**src/rtl/shift_sequencer.sv**
```systemverilog
// Multi-cycle shift/rotate sequencer driving an external 4-bit shifter_core.
// Large amounts are applied as repeated steps of at most 3 positions.
module shift_sequencer #(
    parameter int AMT_W = 4
) (
    input  logic             clk,
    input  logic             rst,
    input  logic             req_valid,
    output logic             req_ready,
    input  logic [2:0]       req_op,
    input  logic [3:0]       req_data,
    input  logic [AMT_W-1:0] req_amt,
    output logic             rsp_valid,
    input  logic             rsp_ready,
    output logic [3:0]       rsp_data,
    output logic [AMT_W-1:0] rsp_steps,
    output logic             busy,
    output logic [3:0]       core_A,
    output logic [1:0]       core_B,
    output logic [1:0]       core_C,
    output logic [2:0]       core_F,
    input  logic [3:0]       core_Y
);

    // state  | meaning
    // IDLE   | waiting for a request, req_ready high
    // RUN    | one core step per cycle, acc fed back through the core
    // DONE   | result held on rsp_* until the consumer takes it
    localparam logic [1:0] S_IDLE = 2'd0;
    localparam logic [1:0] S_RUN  = 2'd1;
    localparam logic [1:0] S_DONE = 2'd2;

    logic [1:0]       state;
    logic [2:0]       op;
    logic [3:0]       acc;
    logic [AMT_W-1:0] rem;
    logic [AMT_W-1:0] steps;

    logic [1:0]       step;
    logic             single_cycle;
    logic [AMT_W-1:0] rem_next;

    always_comb begin
        step         = (rem > AMT_W'(3)) ? 2'd3 : rem[1:0];
        single_cycle = (op == 3'b000) || (op == 3'b110) || (op == 3'b111);
        // pass/shl1/zero ignore the amount, so they finish in one step
        rem_next     = single_cycle ? '0 : (rem - AMT_W'(step));
    end

    always_ff @(posedge clk or posedge rst) begin
        if (rst) begin
            state <= S_IDLE;
            op    <= '0;
            acc   <= '0;
            rem   <= '0;
            steps <= '0;
        end else begin
            case (state)
                S_IDLE: begin
                    if (req_valid) begin
                        op    <= req_op;
                        acc   <= req_data;
                        rem   <= req_amt;
                        steps <= '0;
                        state <= S_RUN;
                    end
                end
                S_RUN: begin
                    acc   <= core_Y;
                    rem   <= rem_next;
                    steps <= steps + AMT_W'(1);
                    if (rem_next == '0)
                        state <= S_DONE;
                end
                S_DONE: begin
                    if (rsp_ready)
                        state <= S_IDLE;
                end
                default: state <= S_IDLE;
            endcase
        end
    end

    assign req_ready = (state == S_IDLE);
    assign rsp_valid = (state == S_DONE);
    assign busy      = (state == S_RUN) || (state == S_DONE);
    assign rsp_data  = (state == S_DONE) ? acc : 4'd0;
    assign rsp_steps = (state == S_DONE) ? steps : '0;

    assign core_A = acc;
    assign core_B = (state == S_RUN) ? step : 2'd0;
    assign core_C = (state == S_RUN) ? step : 2'd0;
    assign core_F = (state == S_RUN) ? op : 3'b000;

endmodule

```
**config.mk**
```make
export PLATFORM = sky130hd
export DESIGN_NAME = shift_sequencer
export DESIGN_NICKNAME = d
export VERILOG_FILES = /design/src/rtl/shift_sequencer.sv
export SDC_FILE = /design/constraint.sdc
export NUM_CORES = 1
export LEC_CHECK = 0
export ABC_AREA = 0
export CORE_UTILIZATION = 39
export DETAILED_ROUTE_END_ITERATION = 7
export PLACE_DENSITY = 0.75
export SYNTH_ARGS = -nofsm -noshare
export SYNTH_HDL_FRONTEND = slang
export SYNTH_SLANG_ARGS = --single-unit
```
**constraint.sdc**
```tcl
create_clock -name clk -period 1.9 [get_ports clk]
set_input_delay 0.38 -clock clk [delete_from_list [all_inputs] [get_ports clk]]
set_output_delay 0.38 -clock clk [all_outputs]
set_load 0.03 [all_outputs]
```
==> flow_summary_export.csv <==
group,metric,value,unit
logic_synthesis,yosys.area.top_type,"dfrtp_1",
pwr,internal_power,1500,uW
critical_path,critPathRequiredTime,2080,ps
logic_synthesis,synth-seq-area-share,0.401,
logic_synthesis,async_flop_share,1.00,
critical_path,crit_family,"simple AND/OR/NAND/NOR gates",
logic_synthesis,synth_most_common_cell,"dfrtp_1",
detailed_routing,wl_per_cell,13.3,um
logic_synthesis,synthesis.area,0.00106,mm^2
timing,slew_viol_final,0,
timing,relSlewSlack,0.515,
hold_path,hold_path_class,"in2async",
logic_synthesis,synth_top_area_frac,0.401,
global_routing,grt_pass1_wl,3.84,mm
pwr,switchingPower,1420,uW
timing,skew,3.96,ps
clock_tree,cts_root_buffer,"clkbuf_4",
place,dp_hpwl,1.83,mm
place,portBuffers,40,
detailed_routing,drcViolationCount,0,
pwr,seqPwrFrac,0.229,
logic_synthesis,synth_ff_type,"dfrtp_1",
detailed_routing,drt_iter0_markers,20,
critical_path,critPathCaptureType,"flip-flop",
critical_path,cp_slowest_stage_delay,390,ps
critical_path,cp_data_arrival_time,2090,ps
detailed_routing,vias,975,
global_routing,antenna_found_initial,0,
clock_tree,clk_latency,300,ps
detailed_routing,antenna_left,0,
timing,min_period,1910,ps
die,fp.dieH,54.2,um
timing,setup_viol_count_final,1,
pwr,clockPowerShare,0.069,
logic_synthesis,ys_types,34,
clock_tree,path_clk_slew,100,ps
detailed_routing,drt-vias-per-instance,5.13,
layout,diodes,0,
logic_synthesis,syn_area_per_cell,9.31,um^2
place,dp_slack,18.6,ps
layout,fill_cells,213,
critical_path,crit_fanout,5,
outcome,status,"complete, but fails checks",
logic_synthesis,synth_common_cells,"17 x dfrtp_1, 12 x nand2_1, 11 x and2_1, 9 x inv_1, 8 x o21ai_0",
timing,rsz0062_at_grt,"yes",
job,cap_viol_max_count,0,
critical_path,startpoint,"rem[2]$_DFFE_PP0P_",
critical_path,worstSetupPathType,"reg2reg",
layout,drive_above_1_share,0.281,
layout,nets,185,
critical_path,regToRegStartpoint,"rem[2]$_DFFE_PP0P_",
place,place_congestion,0.819,
die,die_width,54.2,um
clock_tree,cts_buffers,3,
clock_tree,cts.sinks,17,
layout,post-route-util,0.627,
logic_synthesis,synth_edf_count,0,
die,core-area,0.00252,mm^2
detailed_routing,drt-pass1-iter-count,4,
pwr,vdd_drop_max,1100,uV
layout,fin_cells,190,
logic_synthesis,synth_nets,138,
critical_path,crit_slowest_cell,"dfrtp_1",
die,start_util,0.421,
clock_tree,cts_tree,"yes",
pwr,comb_power_share,0.702,
place,placedCellCount,186,
critical_path,cp-start-kind,"flip-flop",
timing,fmax,525,MHz
timing,finalHoldViolations,0,
timing,tightest_slew,728,ps
global_routing,overflow,0,
clock_tree,cts_setup_buffers,0,
pwr,swShare,0.485,
global_routing,grt_pass1_vias,842,
detailed_routing,wirelength,2.53,mm
pwr,p_total,2920,uW
pwr,leakage,0.000717,uW
clock_tree,cts_max_level,1,
layout,syn_to_final_growth,49.1,%
die,pin_count,41,
critical_path,crit_chain,"nor2_2, or2_4, ha_4, nor4bb_4, o31ai_2, a31oi_1, mux2_1",
timing,period_share,1.00,
clock_tree,clock_path_buffers,2,
place,placement.cell_area,0.00151,mm^2
pwr,power_density,1850,mW/mm^2
global_routing,grt_max_degree,20,
timing,fin_ws,-6.50,ps
logic_synthesis,synth.area.top_cells,"dfrtp_1 40%, and2_1 6.5%, ha_1 5.9%",
logic_synthesis,synthCells,114,
logic_synthesis,ys_ff_latch,17,
logic_synthesis,synth-warning-count,0,
die,die_area,0.00293,mm^2
die,rows,18,
layout,fin_area,0.00158,mm^2
global_routing,grt_use_total,0.190,
critical_path,cp_num_buf_inv,0,
outcome,violations,"negative setup slack",
[layer usage]
layer  track usage  part of all wire
met1         0.253              0.46
met2         0.301              0.49
met3        0.0339             0.035
met4        0.0769             0.016
met5             0                 0
[timing repair]
action | CTS | global route
hold buffers | 0 | 0
gates resized for setup | 5 | 10
cloned | 0 | 0
pin swaps | 0 | 2
setup endpoints to repair | 11 | 19
endpoints found under the hold margin | 0 | 0
[final cells by class]
type                    instances  area, um^2  area share
well taps                      30        37.5      0.0237
flip-flops and latches         17         425       0.269
repair buffers                 49         430       0.272
clock buffers                   4        26.3      0.0166
multi-input cells              81         628       0.397
inverters                       9        33.8      0.0214
[worst reg2reg max path: stages (launching register included)]
cell,delay (ps)
dfrtp_1,390
nor2_2,70
or2_4,240
ha_4,180
nor4bb_4,290
o31ai_2,100
a31oi_1,190
mux2_1,340
[power by group through the flow]
stage	Clock, uW	Sequential (uW)	Combinational, uW
3_5_place_dp	0	664	1960
4_1_cts	209	659	1950
5_1_grt	231	686	2240
6_report	202	669	2050
2_1_floorplan	0	751	1250
3_3_place_gp	0	656	1920
[worst paths after layout]
path	end	slack, ps	cells past startpoint
worst min register to register	core_A[0]$_DFFE_PP0P_	510	2
worst max register to register	state[0]$_DFFE_PP0P_	-7	7
min in group clk	core_A[0]$_DFFE_PP0P_	510	2
worst min-delay path	core_A[3]$_DFFE_PP0P_	380	3
max in group asynchronous	steps[3]$_DFFE_PP0P_	1330	3
worst max-delay path	state[0]$_DFFE_PP0P_	-7	7
[registers in the layout (all words and copies together), names as in the netlist]
register  cells
core_A        4
rem           4
steps         4
op            3
state         2
[cells in the final DEF, fill, tap and decap left out, types with 2 or more instances in the layout]
cell and instances:
a31oi_1 6, and2_1 11, buf_4 23, clkbuf_4 3, clkdlybuf4s50_1 22, dfrtp_1 17, dlygate4sd2_1 3, ha_1 2
ha_2 2, inv_1 8, mux2_2 3, mux2i_1 5, nand2_1 12, nor2_1 2, nor2_2 2, nor2b_1 3
nor3_1 2, nor4bb_4 2, o21ai_0 8, o21ai_1 2, o31a_2 2
[logic make-up (layout without fill, tap and decap cells)]
logic type                 Yosys count  after routing  share of synthesized area
DFF                                 17             17                      0.401
buffers and inverters               16             62                     0.0684
and+or+nand+nor                     40             40                      0.205
AOI/OAI and AO/OA                   27             27                      0.177
muxes                                9              9                     0.0896
adders and majority gates            5              5                     0.0590
[metrics by stage]
step / hold slack (ps) / setup TNS [ps]
after global placement: 477 / 0
final: 379 / -6.50
after CTS: 385 / 0
after floorplan: 306 / 0
after detailed placement: 497 / 0
after global routing: 429 / -394
No activity file was read; power rests on OpenSTA's default activity.
